### src/rtl/fetch_pkg.sv
// Shared constants and types for the RAT MCU fetch stage.
package fetch_pkg;

    localparam int unsigned ADDR_W  = 10;
    localparam int unsigned INSTR_W = 18;

    localparam logic [ADDR_W-1:0] RESET_PC = 10'h000;
    localparam logic [ADDR_W-1:0] INTR_VEC = 10'h3FF;

    typedef enum logic [1:0] {
        RUN,
        VECT,
        WAIT
    } fetch_state_t;

    typedef struct packed {
        logic [INSTR_W-1:0] instr;
        logic [ADDR_W-1:0]  pc;
        logic               valid;
    } fetch_out_t;

endpackage

### src/rtl/fetch_pc_gen.sv
// Program counter, in-flight ROM request tracking and ROM address select.
module fetch_pc_gen
    import fetch_pkg::*;
(
    input  logic              i_clk,
    input  logic              i_rst_n,
    input  logic              i_stall,
    input  logic              i_redirect,
    input  logic [ADDR_W-1:0] i_redirect_addr,
    input  logic              i_intr_take,
    output logic [ADDR_W-1:0] o_rom_addr,
    output logic [ADDR_W-1:0] o_req_pc,
    output logic              o_req_vld
);

    logic [ADDR_W-1:0] r_pc;
    logic [ADDR_W-1:0] r_req_pc;
    logic              r_req_vld;
    logic              w_jump;
    logic [ADDR_W-1:0] w_target;

    // Interrupt take is only raised when no redirect is present.
    assign w_jump   = i_redirect | i_intr_take;
    assign w_target = i_redirect ? i_redirect_addr : INTR_VEC;

    // While stalled, re-read the in-flight address so ROM data stays coherent.
    always_comb begin
        o_rom_addr = r_pc;
        if (w_jump) begin
            o_rom_addr = w_target;
        end else if (i_stall) begin
            o_rom_addr = r_req_pc;
        end
    end

    always_ff @(posedge i_clk or negedge i_rst_n) begin
        if (!i_rst_n) begin
            r_pc      <= RESET_PC;
            r_req_pc  <= RESET_PC;
            r_req_vld <= 1'b0;
        end else if (w_jump) begin
            r_pc      <= w_target + ADDR_W'(1);
            r_req_pc  <= w_target;
            r_req_vld <= 1'b1;
        end else if (!i_stall) begin
            r_pc      <= r_pc + ADDR_W'(1);
            r_req_pc  <= r_pc;
            r_req_vld <= 1'b1;
        end
    end

    assign o_req_pc  = r_req_pc;
    assign o_req_vld = r_req_vld;

endmodule

### src/rtl/fetch_stage.sv
// RAT MCU instruction fetch: output register, interrupt vectoring FSM and
// optional stall/flush counters (enabled by defining FETCH_PERF_CNT_EN).
module fetch_stage
    import fetch_pkg::*;
(
    input  logic               FCH_CLK,
    input  logic               FCH_RST_N,
    input  logic               FCH_STALL,
    input  logic               FCH_REDIRECT,
    input  logic [ADDR_W-1:0]  FCH_REDIRECT_ADDR,
    input  logic               FCH_INTR,
    input  logic [INSTR_W-1:0] FCH_ROM_DATA,
    output logic [ADDR_W-1:0]  FCH_ROM_ADDR,
    output logic [INSTR_W-1:0] FCH_INSTR,
    output logic [ADDR_W-1:0]  FCH_PC,
    output logic [ADDR_W-1:0]  FCH_RET_PC,
    output logic               FCH_VALID,
    output logic               FCH_INTR_ACK,
    output logic [ADDR_W-1:0]  FCH_INTR_RET,
    output logic [15:0]        FCH_STALL_CNT,
    output logic [15:0]        FCH_FLUSH_CNT
);

    fetch_state_t      r_state;
    fetch_out_t        r_out;
    logic [ADDR_W-1:0] w_req_pc;
    logic              w_req_vld;
    logic              w_take;

    // Never take on a bubble: the return address must name a real instruction.
    assign w_take = FCH_INTR & ~FCH_REDIRECT & ~FCH_STALL & w_req_vld & (r_state == RUN);

    fetch_pc_gen u_pc_gen (
        .i_clk           (FCH_CLK),
        .i_rst_n         (FCH_RST_N),
        .i_stall         (FCH_STALL),
        .i_redirect      (FCH_REDIRECT),
        .i_redirect_addr (FCH_REDIRECT_ADDR),
        .i_intr_take     (w_take),
        .o_rom_addr      (FCH_ROM_ADDR),
        .o_req_pc        (w_req_pc),
        .o_req_vld       (w_req_vld)
    );

    always_ff @(posedge FCH_CLK or negedge FCH_RST_N) begin
        if (!FCH_RST_N) begin
            r_state <= RUN;
        end else begin
            unique case (r_state)
                RUN:     if (w_take) r_state <= VECT;
                VECT:    r_state <= WAIT;
                WAIT:    if (!FCH_INTR) r_state <= RUN;
                default: r_state <= RUN;
            endcase
        end
    end

    always_ff @(posedge FCH_CLK or negedge FCH_RST_N) begin
        if (!FCH_RST_N) begin
            r_out <= '0;
        end else if (FCH_REDIRECT || w_take) begin
            r_out.valid <= 1'b0;
        end else if (!FCH_STALL) begin
            r_out <= '{instr: FCH_ROM_DATA, pc: w_req_pc, valid: w_req_vld};
        end
    end

    assign FCH_INSTR    = r_out.instr;
    assign FCH_PC       = r_out.pc;
    assign FCH_VALID    = r_out.valid;
    assign FCH_RET_PC   = r_out.pc + ADDR_W'(1);
    assign FCH_INTR_ACK = w_take;
    assign FCH_INTR_RET = w_req_pc;

`ifdef FETCH_PERF_CNT_EN
    logic [15:0] r_stall_cnt;
    logic [15:0] r_flush_cnt;

    always_ff @(posedge FCH_CLK or negedge FCH_RST_N) begin
        if (!FCH_RST_N) begin
            r_stall_cnt <= 16'h0000;
            r_flush_cnt <= 16'h0000;
        end else begin
            if (FCH_STALL && !FCH_REDIRECT && r_stall_cnt != 16'hFFFF) begin
                r_stall_cnt <= r_stall_cnt + 16'h0001;
            end
            if ((FCH_REDIRECT || w_take) && r_flush_cnt != 16'hFFFF) begin
                r_flush_cnt <= r_flush_cnt + 16'h0001;
            end
        end
    end

    assign FCH_STALL_CNT = r_stall_cnt;
    assign FCH_FLUSH_CNT = r_flush_cnt;
`else
    assign FCH_STALL_CNT = 16'h0000;
    assign FCH_FLUSH_CNT = 16'h0000;
`endif

endmodule

### config.mk
export PLATFORM = sky130hd
export DESIGN_NAME = fetch_stage
export DESIGN_NICKNAME = d
export VERILOG_FILES = /design/src/rtl/fetch_pkg.sv /design/src/rtl/fetch_pc_gen.sv /design/src/rtl/fetch_stage.sv
export SDC_FILE = /design/constraint.sdc
export NUM_CORES = 1
export LEC_CHECK = 0
export ABC_AREA = 1
export ABC_CLOCK_PERIOD_IN_PS = 2600
export BUFFER_PORTS_ARGS = -buffer_cell sky130_fd_sc_hd__buf_2
export CAP_MARGIN = 10
export CORE_ASPECT_RATIO = 0.6
export CORE_MARGIN = 1.5
export CORE_UTILIZATION = 48
export CTS_CLUSTER_DIAMETER = 150
export DETAILED_ROUTE_END_ITERATION = 16
export PLACE_DENSITY = 0.84
export SLEW_MARGIN = 40
export SYNTH_ARGS = -nofsm -noshare
export SYNTH_HDL_FRONTEND = slang
export SYNTH_HIERARCHICAL = 1
export SYNTH_SLANG_ARGS = --single-unit
### constraint.sdc
create_clock -name FCH_CLK -period 2.6 [get_ports FCH_CLK]
set_clock_uncertainty 0.05 [all_clocks]
set_input_delay 0.52 -clock FCH_CLK [delete_from_list [all_inputs] [get_ports FCH_CLK]]
set_output_delay 0.52 -clock FCH_CLK [all_outputs]
set_load 0.02 [all_outputs]
==> summary.md, run 1 <==
| Metric | Value |
|---|---|
| PnR worst setup slack | 151 ps |
| Hold crit path type | in2async |
| Seq/Total Area, Yosys | 0.445 |
| Setup TNS | 0 ps |
| Sequential cell area | 1300 um^2 |
| Slowest CP cell | dfrtp_1 |
| Commonest cells after routing, fill and taps aside | nand2_1, buf_2, dfrtp_1 |
| Placed instance area | 3310 um^2 |
| Fin util | 0.610 |
| Syn-to-layout area delta | 19.6% |
| Area of the mapped netlist | 2920 um^2 |
| CTS max path bufs | 2 |
| Met2 Track Usage GR | 0.321 |
| Sink Count | 52 |
| Max-slew headroom | 0.585 |
| Placed insts | 519 |
| Via count | 2,721 |
| Max-cap violations | 0 |
| Inserted Clock Buffers | 5 |
| I/O pin count | 125 |
| Design Area, Final | 3490 um^2 |
| Final WL | 7.24 mm |
| H-Tree Level Count | 2 |
| DR WL/cell | 13.5 um |
| Met3 global-route usage | 0.0538 |
| Multi-input gate area | 1310 um^2 |
| Die Area | 6580 um^2 |
| Netlist cell types | 33 |
| Antenna violation net count after detailed routing | 0 |
| Number of global-route vias before repair | 2,276 |
| Core outline area | 5730 um^2 |
| Die height | 63.4 um |
| Avg Synthesized Cell Area | 8.21 um^2 |
| Critical path endpoint category | output pin |
| Setup CP Type | reg2out |
| Worst vdd ir | 283 uV |
| Residual DRC | 0 |
| Gr ovfl total | 0 |
| First-pass GRT wire length | 11.1 mm |
| Clk pin slew, worst setup/hold paths | 100 ps |
| Met1 usage | 0.304 |
| WHS | 164 ps |
| Register bit count reported by yosys | 52 |
| DRT Pass-1 Iters | 5 |
| RePlAce Congestion | 0.913 |
| Detailed placement HPWL | 5.18 mm |
| Status | complete, no violations |
| Initial core utilization | 0.510 |
| Final Hold Fails | 0 |
| CP required | 2030 ps |
| Post-Layout Cell Count | 538 |
| Cell chain of the critical path | nor2_2, nand3_2, inv_2, inv_1, nand2_4, nor2_2, inv_2, nand2_1, o21ai_0, buf_2 |
| Layout net count | 492 |
| Dpl ws | 151 ps |
| Clock latency at the later pin of the worst-skew pair | 310 ps |
| Final worst path period need | 2450 ps |
| Tot Pwr | 2.53 mW |
| Cells after Synth | 356 |
| Pwr/cell area | 724 nW/um^2 |
| IO buf count | 92 |
| Crit path max fanout | 11 |
| # hold bufs at CTS | 0 |
| Average vias per placed instance | 5.06 |
| Row Count | 21 |
| Largest net degree at the start of global routing | 31 |
| TritonCTS clock tree | yes |
| Final setup violation count | 0 |
| Max incr delay on CP | 400 ps |
| Period utilization | 0.942 |
| Die W | 104 um |
| Initial antenna violation count | 0 |
| Static Leak | 1.93 nW |
| CTS Root Cell | clkbuf_8 |
| Fill cells | 522 |
| Worst path arrival time | 1880 ps |
| Fmax | 408 MHz |
| Diodes inserted | 0 |
| GRT Total Usage | 0.210 |
| Crit start category | flop |
| Worst slew pin tran | 623 ps |
| Pins Over Slew Limit | 0 |
| Synth Warn # | 6 |
| Gr busiest metal | met2 |
| Layout cells sized above 1 | 0.319 |
| DR iter-0 viols | 170 |
| Commonest non-fill, non-tap cell in the layout | nand2_1 |
[final cells by class]
type,count,share of cell area
timing repair buffer,109,0.172
inverter,23,0.0254
sequential,52,0.372
multi-input combinational,265,0.375
timing repair inverter,1,0.00143
clock inverter,2,0.00466
clock buffer,6,0.0208
tap,80,0.0287
[worst paths after layout]
kind | start | to | slack, ps | cells past startpoint
worst min-delay path | FCH_RST_N | FCH_INSTR[17] | 160 | 1
worst max-delay path | r_state[0] | FCH_ROM_ADDR[0] | 150 | 10
worst min register to register | FCH_INSTR[14] | FCH_INSTR[14] | 420 | 2
max in group asynchronous | FCH_RST_N | u_pc_gen/o_req_pc[2] | 1760 | 2
min in group FCH_CLK | FCH_ROM_DATA[10] | FCH_INSTR[10] | 410 | 3
worst max register to register | r_state[0] | u_pc_gen/r_pc[8] | 520 | 15
[cells in the mapped netlist, drive strengths merged]
| library cell | number | area, um^2 |
|---|---|---|
| clkbuf | 1 | 3.75 |
| buf | 46 | 345 |
| conb | 1 | 3.75 |
| xnor2 | 2 | 17.5 |
| a21oi | 14 | 77.6 |
| or2 | 2 | 12.5 |
| xor2 | 5 | 43.8 |
| o21bai | 1 | 7.51 |
| nand4 | 28 | 175 |
| nor2 | 23 | 116 |
| dfrtp | 52 | 1300 |
| nand3 | 14 | 92.6 |
| inv | 23 | 88.8 |
| nor3 | 2 | 21.3 |
| nand2 | 117 | 457 |
| ha | 2 | 25.0 |
| o21a | 2 | 15.0 |
| o21ai | 19 | 103 |
| nand3b | 2 | 15.0 |
[sequential cells by signal, summed over array words and instances, names as in the netlist]
signal,flops
u_pc_gen/o_req_pc,10
FCH_INSTR,18
FCH_PC,10
u_pc_gen/o_req_vld,1
r_state,2
u_pc_gen/r_pc,10
FCH_VALID,1
[per-layer routing]
metal / vias up / share of wire
met2: 163 / 0.45
met1: 1257 / 0.45
li1: 1291 / -
met5: - / 0
met4: 0 / 0.0090
met3: 10 / 0.094
[worst max-delay path, delay by kind of cell (launching register included)]
family / cells / cell delay (ps)
AND/OR/NAND/NOR: 5 / 540
buffers and inverters: 4 / 530
flip-flops: 1 / 400
AO/OA/AOI/OAI: 1 / 110
[kinds of logic after synthesis]
| family | share of synthesized area |
|---|---|
| buf+inv | 0.150 |
| fa+ha+maj | 0.00856 |
| other cells | 0.00128 |
| xor+xnor | 0.0210 |
| compound gates | 0.0694 |
| simple gates | 0.304 |
| flops | 0.445 |
[repair_timing]
action | 4_1_cts | 5_1_grt
endpoints found under the setup margin | 0 | 5
setup buffers | 0 | 10
gates resized for setup | 0 | 4
[power breakdown]
part           internal, mW  total, mW  switching (mW)
registers             0.963       1.10           0.142
clock network         0.192      0.467           0.274
logic                 0.315      0.958           0.644
(Power assumes the default switching activity.)
==> run 2, diff against run 1 <==
--- a/config.mk
+++ b/config.mk
@@ -14,7 +14,8 @@
 export CORE_UTILIZATION = 48
 export CTS_CLUSTER_DIAMETER = 150
 export DETAILED_ROUTE_END_ITERATION = 16
-export PLACE_DENSITY = 0.84
+export MAX_ROUTING_LAYER = met4
+export PLACE_DENSITY = 0.8
 export SLEW_MARGIN = 40
 export SYNTH_ARGS = -nofsm -noshare
 export SYNTH_HDL_FRONTEND = slang
==> summary.md, run 2 (synthesis results as in run 1) <==
| Metric | Value |
|---|---|
| Status | complete, no violations |
| Detailed placement HPWL | 4.98 mm (-4.0%) |
| Critical path buffer and inverter count | 4 (unchanged) |
| Fin util | 0.603 (-0.00655) |
| Clock latency at the later pin of the worst-skew pair | 310 ps (about the same) |
| Max-slew headroom | 0.618 (+0.0333) |
| Cell chain of the critical path | nor2_2, nand3_2, inv_2, inv_1, nand2_4, buf_4, a21oi_1, a21oi_1, buf_2 |
| Max-cap violations | 0 (unchanged) |
| Most used cell, CP | a21oi_1 |
| R2R cell count | 15 (unchanged) |
| Clk pin slew, worst setup/hold paths | 100 ps (about the same) |
| Average vias per placed instance | 4.90 (-3.1%) |
| Final setup violation count | 0 (unchanged) |
| Pwr/cell area | 758 nW/um^2 (+4.6%) |
| Number of global-route vias before repair | 2,333 (+2.5%) |
| Final WL | 7.01 mm (-3.2%) |
| GRT Total Usage | 0.219 (+0.00875) |
| CP required | 2030 ps (about the same) |
| Design Area, Final | 3460 um^2 (-1.1%) |
| Delay-heaviest family, CP | buffers and inverters |
| Fill cells | 523 (+0.19%) |
| Initial core utilization | 0.510 (unchanged) |
| Inserted Clock Buffers | 5 (unchanged) |
| Diodes inserted | 0 (unchanged) |
| CTS max path bufs | 2 (unchanged) |
| Row Count | 21 (unchanged) |
| Worst path arrival time | 1900 ps (+20 ps) |
| Die W | 104 um (unchanged) |
| R2r startpoint | r_state[0] |
| Max incr delay on CP | 420 ps (+20 ps) |
| Critical path depth | 9 (-1) |
| Largest register FFs | 18 (unchanged) |
| Sink Count | 52 (unchanged) |
| Commonest non-fill, non-tap cell in the layout | nand2_1 |
| Via count | 2,597 (-4.6%) |
| First-pass GRT wire length | 11.3 mm (+1.9%) |
| TritonCTS clock tree | yes |
| Core outline area | 5730 um^2 (unchanged) |
| Antenna violation net count after detailed routing | 0 (unchanged) |
| DRT Pass-1 Iters | 4 (-1) |
| Syn-to-layout area delta | 18.3% |
| Slowest CP cell | dfrtp_1 |
| Final Hold Fails | 0 (unchanged) |
| Setup TNS | 0 ps (unchanged) |
| Die Area | 6580 um^2 (unchanged) |
| Critical path endpoint | FCH_ROM_ADDR[5] |
| DR WL/cell | 13.2 um (-1.8%) |
| Setup CP Type | reg2out |
| Reg-to-reg endpoint | u_pc_gen/r_pc[8] |
| Period utilization | 0.950 (+0.00796) |
| Flop-to-flop setup slack | 470 ps (-50 ps) |
| Static Leak | 1.90 nW (-1.2%) |
| Placed instance area | 3310 um^2 (unchanged) |
| Critical path endpoint category | output pin |
| Worst setup path startpoint | r_state[0] |
| CTS Root Cell | clkbuf_8 |
| DR iter-0 viols | 192 (+13%) |
| Gr ovfl total | 0 (unchanged) |
| Residual DRC | 0 (unchanged) |
| Crit start category | flop |
| Crit path max fanout | 7 (-4) |
| RSZ-0062 raised after global routing | false |
| Worst vdd ir | 316 uV (+12%) |
| Worst slew pin tran | 573 ps (-50.0 ps) |
| Largest net degree at the start of global routing | 31 (unchanged) |
| Pins Over Slew Limit | 0 (unchanged) |
| Fmax | 405 MHz (-0.84%) |
| Final worst path period need | 2470 ps (+20.7 ps) |
| Initial antenna violation count | 0 (unchanged) |
| Commonest cells after routing, fill and taps aside | nand2_1, buf_2, dfrtp_1 |
| Layout net count | 484 (-1.6%) |
| I/O pin count | 125 (unchanged) |
| Layout cells sized above 1 | 0.307 (-0.0121) |
| RePlAce Congestion | 0.914 (about the same) |
| Die height | 63.4 um (unchanged) |
| Hold crit path type | in2async |
| H-Tree Level Count | 2 (unchanged) |
| IO buf count | 92 (unchanged) |
## run 2: power breakdown
group / switching (mW) / internal (mW) / total, mW
Clock: 0.285 / 0.292 / 0.577
Combinational: 0.640 / 0.303 / 0.942
Sequential: 0.136 / 0.963 / 1.10
Total: 1.06 / 1.56 / 2.62
## run 2: worst reg2reg max path: cells and delay by family, from the launching register on
family                     cells  cell delay, ps
DFF                            1             420
adders and majority gates      1             190
and+or+nand+nor               11            1060
buffers and inverters          3             360
## run 2: per-stage QoR
stage	hold slack (ps)	instances	total power [mW]	worst slack [ps]
floorplan	174	387	1.77	58.7
global placement	398	519	2.02	179
detailed placement	404	519	2.04	109
CTS	153	527	2.62	47.2
global route	167	530	2.78	24.8
finish	137	530	2.62	130
## run 2: per-layer routing
layer | vias up | global-route usage | share of wire
li1 | 1288 | - | -
met1 | 1180 | 0.297 | 0.47
met2 | 123 | 0.340 | 0.45
met3 | 6 | 0.0476 | 0.073
met4 | 0 | 0.0503 | 0.0063
met5 | - | - | 0
## run 2: worst min path at each step
stage                    endpoint  slack (ps)  cells after the start
floorplan            FCH_INSTR[0]         170                      0
global placement    FCH_INSTR[11]         400                      2
detailed placement   FCH_INSTR[8]         400                      2
CTS                 FCH_INSTR[17]         150                      1
global route         FCH_INSTR[1]         170                      1
finish               FCH_INSTR[4]         140                      1
## run 2: repair_timing
action / CTS / global route
gates resized for setup: 0 / 4
endpoints found under the hold margin: 0 / 0
hold buffers: 0 / 0
buffers inserted: 0 / 2
setup endpoints to repair: 0 / 7
## run 2: layout make-up
class | instances | area (um^2) | area share
multi-input cells | 265 | 1310 | 0.379
flip-flops and latches | 52 | 1300 | 0.377
repair buffers | 101 | 541 | 0.156
well taps | 80 | 100 | 0.0290
inverters | 23 | 88.8 | 0.0257
clock buffers | 6 | 72.6 | 0.0210
clock inverters | 2 | 38.8 | 0.0112
repair inverters | 1 | 5.00 | 0.00145
